<file path="src/rtl/prog_loader.sv">
// Byte-stream program loader: assembles big-endian 32-bit words into instruction memory,
// then releases the core. Optional trailing XOR checksum via `define LOADER_CHECKSUM_EN.
module prog_loader #(
   parameter int ADDR_W    = 8,
   parameter int MAX_WORDS = 256
) (
   input  logic              clk,
   input  logic              rst_n,
   input  logic              start,
   input  logic              in_valid,
   input  logic [7:0]        in_data,
   output logic              in_ready,
   output logic              imem_we,
   output logic [ADDR_W-1:0] imem_addr,
   output logic [31:0]       imem_wdata,
   output logic              core_run,
   output logic              busy,
   output logic              err,
   output logic [ADDR_W:0]   word_count
);

   typedef enum logic [2:0] {
      S_IDLE,
      S_LEN_HI,
      S_LEN_LO,
      S_DATA,
      S_WRITE,
`ifdef LOADER_CHECKSUM_EN
      S_CHK,
`endif
      S_DONE,
      S_ERROR
   } state_t;

   localparam logic [16:0] MAX_L = 17'(MAX_WORDS);

   state_t            state_q, state_d;
   logic [15:0]       len_q, len_d;
   logic [23:0]       asm_q, asm_d;
   logic [1:0]        bcnt_q, bcnt_d;
   logic [ADDR_W:0]   wc_q, wc_d;
   logic [31:0]       wdata_q, wdata_d;
`ifdef LOADER_CHECKSUM_EN
   logic [7:0]        csum_q, csum_d;
`endif

   logic        accept;
   logic        restart;
   logic [15:0] len_full;
   logic [16:0] wc_next;
   state_t      end_state;

`ifdef LOADER_CHECKSUM_EN
   assign in_ready  = (state_q == S_LEN_HI) || (state_q == S_LEN_LO) ||
                      (state_q == S_DATA)   || (state_q == S_CHK);
   assign end_state = S_CHK;
`else
   assign in_ready  = (state_q == S_LEN_HI) || (state_q == S_LEN_LO) ||
                      (state_q == S_DATA);
   assign end_state = S_DONE;
`endif

   assign imem_we    = (state_q == S_WRITE);
   assign busy       = in_ready || imem_we;
   assign core_run   = (state_q == S_DONE);
   assign err        = (state_q == S_ERROR);
   assign imem_addr  = wc_q[ADDR_W-1:0];
   assign imem_wdata = wdata_q;
   assign word_count = wc_q;

   assign accept   = in_valid && in_ready;
   assign restart  = start && ((state_q == S_IDLE) || (state_q == S_DONE) ||
                               (state_q == S_ERROR));
   assign len_full = {len_q[15:8], in_data};
   assign wc_next  = 17'(wc_q) + 17'd1;

   always_comb begin
      state_d = state_q;
      len_d   = len_q;
      asm_d   = asm_q;
      bcnt_d  = bcnt_q;
      wc_d    = wc_q;
      wdata_d = wdata_q;
`ifdef LOADER_CHECKSUM_EN
      csum_d  = csum_q;
      if (accept && (state_q != S_CHK)) csum_d = csum_q ^ in_data;
`endif
      case (state_q)
         S_LEN_HI: if (accept) begin
            len_d[15:8] = in_data;
            state_d     = S_LEN_LO;
         end
         S_LEN_LO: if (accept) begin
            len_d[7:0] = in_data;
            bcnt_d     = 2'd0;
            if (len_full == 16'd0)              state_d = end_state;
            else if ({1'b0, len_full} > MAX_L)  state_d = S_ERROR;
            else                                state_d = S_DATA;
         end
         S_DATA: if (accept) begin
            bcnt_d = bcnt_q + 2'd1;
            asm_d  = {asm_q[15:0], in_data};
            // The word register only changes on the 4th byte, so memory data stays stable otherwise.
            if (bcnt_q == 2'd3) begin
               wdata_d = {asm_q, in_data};
               state_d = S_WRITE;
            end
         end
         S_WRITE: begin
            wc_d    = wc_q + 1'b1;
            state_d = (wc_next < {1'b0, len_q}) ? S_DATA : end_state;
         end
`ifdef LOADER_CHECKSUM_EN
         S_CHK: if (accept) state_d = (in_data == csum_q) ? S_DONE : S_ERROR;
`endif
         S_IDLE, S_DONE, S_ERROR: ;
         default: state_d = S_IDLE;
      endcase
      if (restart) begin
         state_d = S_LEN_HI;
         len_d   = 16'd0;
         bcnt_d  = 2'd0;
         wc_d    = '0;
`ifdef LOADER_CHECKSUM_EN
         csum_d  = 8'd0;
`endif
      end
   end

   always_ff @(posedge clk or negedge rst_n) begin
      if (!rst_n) begin
         state_q <= S_IDLE;
         len_q   <= 16'd0;
         asm_q   <= 24'd0;
         bcnt_q  <= 2'd0;
         wc_q    <= '0;
         wdata_q <= 32'd0;
`ifdef LOADER_CHECKSUM_EN
         csum_q  <= 8'd0;
`endif
      end else begin
         state_q <= state_d;
         len_q   <= len_d;
         asm_q   <= asm_d;
         bcnt_q  <= bcnt_d;
         wc_q    <= wc_d;
         wdata_q <= wdata_d;
`ifdef LOADER_CHECKSUM_EN
         csum_q  <= csum_d;
`endif
      end
   end

endmodule

</file>
<file path="config.mk">
export PLATFORM = sky130hd
export DESIGN_NAME = prog_loader
export DESIGN_NICKNAME = d
export VERILOG_FILES = /design/src/rtl/prog_loader.sv
export SDC_FILE = /design/constraint.sdc
export NUM_CORES = 1
export LEC_CHECK = 0
export BUFFER_PORTS_ARGS = -buffer_cell sky130_fd_sc_hd__buf_2
export CORE_MARGIN = 3
export CORE_UTILIZATION = 60
export DETAILED_ROUTE_END_ITERATION = 10
export PLACE_DENSITY = 0.86
export SLEW_MARGIN = 25
export SYNTH_ARGS = -nofsm -noshare
export SYNTH_HDL_FRONTEND = slang
export SYNTH_SLANG_ARGS = --single-unit
</file>
<file path="constraint.sdc">
create_clock -name clk -period 4.65 [get_ports clk]
set_input_delay 0.465 -clock clk [delete_from_list [all_inputs] [get_ports clk]]
set_output_delay 0.465 -clock clk [all_outputs]
set_load 0.01 [all_outputs]
</file>
==> run summary <==
Mapped Area: 4040 sq um
critical path data arrival time: 3.05 ns
Final Hold Violating Endpoints: 0
PnR worst setup slack: 1.82 ns
Post-Route WL: 8370 um
post-synth net total: 418
Synth Area in XOR/XNOR: 2.17%
Leak: 2.40 nW
# port buffers: 65
Setup TNS: 0 ns
Max H-tree Level: 3
Post-synth EDFFs: 0
maximum vdd drop: 352 uV
adder-cell share of the synthesized area: 3.66%
critical path class: reg -> reg
# rows: 29
core area: 6420 sq um
drt via density: 5.77
Fmax achieved: 353 MHz
Max-Cap Viols: 0
simple-gate share of the synthesized area: 17.6%
Post-Synthesis Cells: 395
vias in the first global route: 2977
CP Max Fanout: 6
register bit total from synthesis: 86
global route total overflow: 0
clock buffer depth: 2
share of cells above drive strength 1: 25.3%
PwrDens: 583 nW/um^2
startpoint types: flop
clock skew: 0.00793 ns
I/O pins: 66
post-synthesis mux area share: 7.47%
CTS tree: yes
syn_area_per_cell: 10.2 sq um
largest net degree at the start of global routing: 87
Min-Delay Path Class: in -> async
drt first-iter violations: 204
first-pass GRT wire length: 14000 um
pre-CTS WS: 1.83 ns
worst slew pin tran: 0.742 ns
Post-CTS Setup Repair Bufs: 0
Initial Util: 62.8%
Compound-Gate Fraction of Synth Area: 10.9%
Worst-Skew Late Latency: 0.35 ns
Resized cells post-CTS: 0
Ys Warns: 0
detailed-placement wirelength estimate: 5830 um
Layout area overhead: 12.5%
Die Ht: 88.0 um
root buffer cell: clkbuf_8
DR pass1 iterations: 4
final setup fails: 0
Yosys cell types: 48
Global Route Usage Sum: 23.2%
initial antenna violation count: 0
GPL Wtd Cong: 0.909
post-route ant nets: 0
RSZ-0062 raised after global routing: false
CTS Sinks: 86
via count: 3044
dominant synthesized flop cell: dfrtp_1
fin crit share: 60.9%
Tot Pwr: 2.65 mW
DIE AREA: 7740 sq um
nets@finish: 469
routed length per instance: 15.9 um
CTS clk-pin slew, worst paths: 0.09 ns
crit path capture type: flop
CTS Buf Count: 9
diodes inserted: 0
Final Core Density: 70.7%
fraction of registers with async set or reset after synthesis: 100%
largest family of logic cells by synthesized area: simple AND/OR/NAND/NOR gates
hold buffer count at cts: 0
Die Wd: 88.0 um
sequential area share after synthesis: 53.3%
DR DRC count: 0
slew margin rel.: 50.6%
minimum clock period after layout: 2.83 ns
max-slew violations: 0
CP required: 4.87 ns
status: completed
hold_ws: 0.175 ns
==> registers in the layout, indices dropped and copies added, names as in the netlist <==
signal and cells:
asm_q 24, bcnt_q 2, imem_wdata 32, len_q 16
state_q 3, word_count 9
==> critical path, stage by stage, from the launching register on <==
cell	delay, ns
dfrtp_1	0.45
ha_1	0.25
nand3_1	0.16
nor2_1	0.34
nand3_1	0.14
xnor2_1	0.15
ha_1	0.27
o21ai_0	0.22
a2111oi_2	0.12
nand2_1	0.08
a31oi_1	0.04
or4_1	0.51
==> logic make-up (layout without fill, tap and decap cells) <==
logic type                 after synthesis  after routing
and+or+nand+nor                        159            159
DFF                                     86             86
AOI/OAI and AO/OA                       60             60
buffers and inverters                   41             97
muxes                                   27             27
adders and majority gates               12             12
xor gates and xnor gates                10             10
==> layout by cell type (no fill, tap or decap), types with 2 or more instances in the layout <==
cell type,instances
a31oi_1,4
or3_1,2
inv_1,13
a22o_1,16
and3_1,2
a21oi_1,8
a311oi_1,2
a211oi_1,2
mux2i_1,2
clkbuf_8,11
nand2b_1,2
mux2_1,2
xnor2_1,5
nor2b_1,4
mux2_2,23
nand3_1,9
nand2_1,111
nor2_1,13
nand4_1,3
o21ai_0,13
clkinv_2,2
nor3_1,2
buf_2,64
xor2_1,5
a221oi_1,2
inv_2,2
dfrtp_1,86
o22a_1,3
nor4_1,2
ha_1,11
o31a_1,2
a211o_1,3
==> area by class of cell <==
| class | instances | area, sq um |
|---|---|---|
| multi-input combinational | 268 | 1690 |
| clock buffer | 11 | 151 |
| clock inverter | 5 | 56.3 |
| inverter | 15 | 56.3 |
| sequential | 86 | 2150 |
| fill | 464 | 1880 |
| timing repair buffer | 66 | 339 |
| tap | 77 | 96.3 |
==> synth_stat cells, drive strengths merged, types with 4 or more instances <==
cell type | number | area share (%)
a21oi | 8 | 0.99
nand2 | 111 | 10
ha | 11 | 3.4
nor2b | 4 | 0.62
nand3 | 10 | 1.4
a22o | 17 | 3.7
dfrtp | 86 | 53
clkbuf | 7 | 0.65
nor2 | 13 | 1.2
buf | 19 | 2.8
o21ai | 13 | 1.6
xor2 | 5 | 1.1
xnor2 | 5 | 1.1
mux2 | 25 | 7.0
inv | 15 | 1.4
a31oi | 4 | 0.62
==> stage by stage <==
step / instance area [sq um] / std cells
after floorplan: 4040 / 395
after global routing: 4540 / 528
final: 4540 / 528
after detailed placement: 4330 / 512
after CTS: 4540 / 528
after global placement: 4330 / 512
==> routing by layer <==
| metal | track usage, % | part of all wire, % | vias to the layer above |
|---|---|---|---|
| li1 | - | - | 1444 |
| met1 | 30.5 | 44 | 1492 |
| met2 | 37.9 | 49 | 100 |
| met3 | 5.55 | 5.5 | 8 |
| met4 | 8.23 | 1.1 | 0 |
| met5 | 0 | 0 | - |
==> path summary, 6_finish.rpt <==
path                       cells past startpoint  slack [ns]      startpoint              to
setup / recovery                              11        1.82   word_count[0]      state_q[2]
min in group clk                               3        0.39      in_data[6]   imem_wdata[6]
hold reg to reg                                2        0.47  imem_wdata[23]  imem_wdata[23]
max in group asynchronous                      1        4.00           rst_n       len_q[12]
setup reg to reg                              11        1.82   word_count[0]      state_q[2]
hold / removal                                 1        0.18           rst_n   word_count[1]
==> report_power, final <==
part	internal, mW	leakage, nW	switching (mW)	total [mW]
registers	1.02	1.13	0.238	1.26
clock network	0.278	0.106	0.267	0.545
logic	0.417	1.16	0.429	0.846
total	1.71	2.40	0.934	2.65
Power figures use the tool's default switching activity.
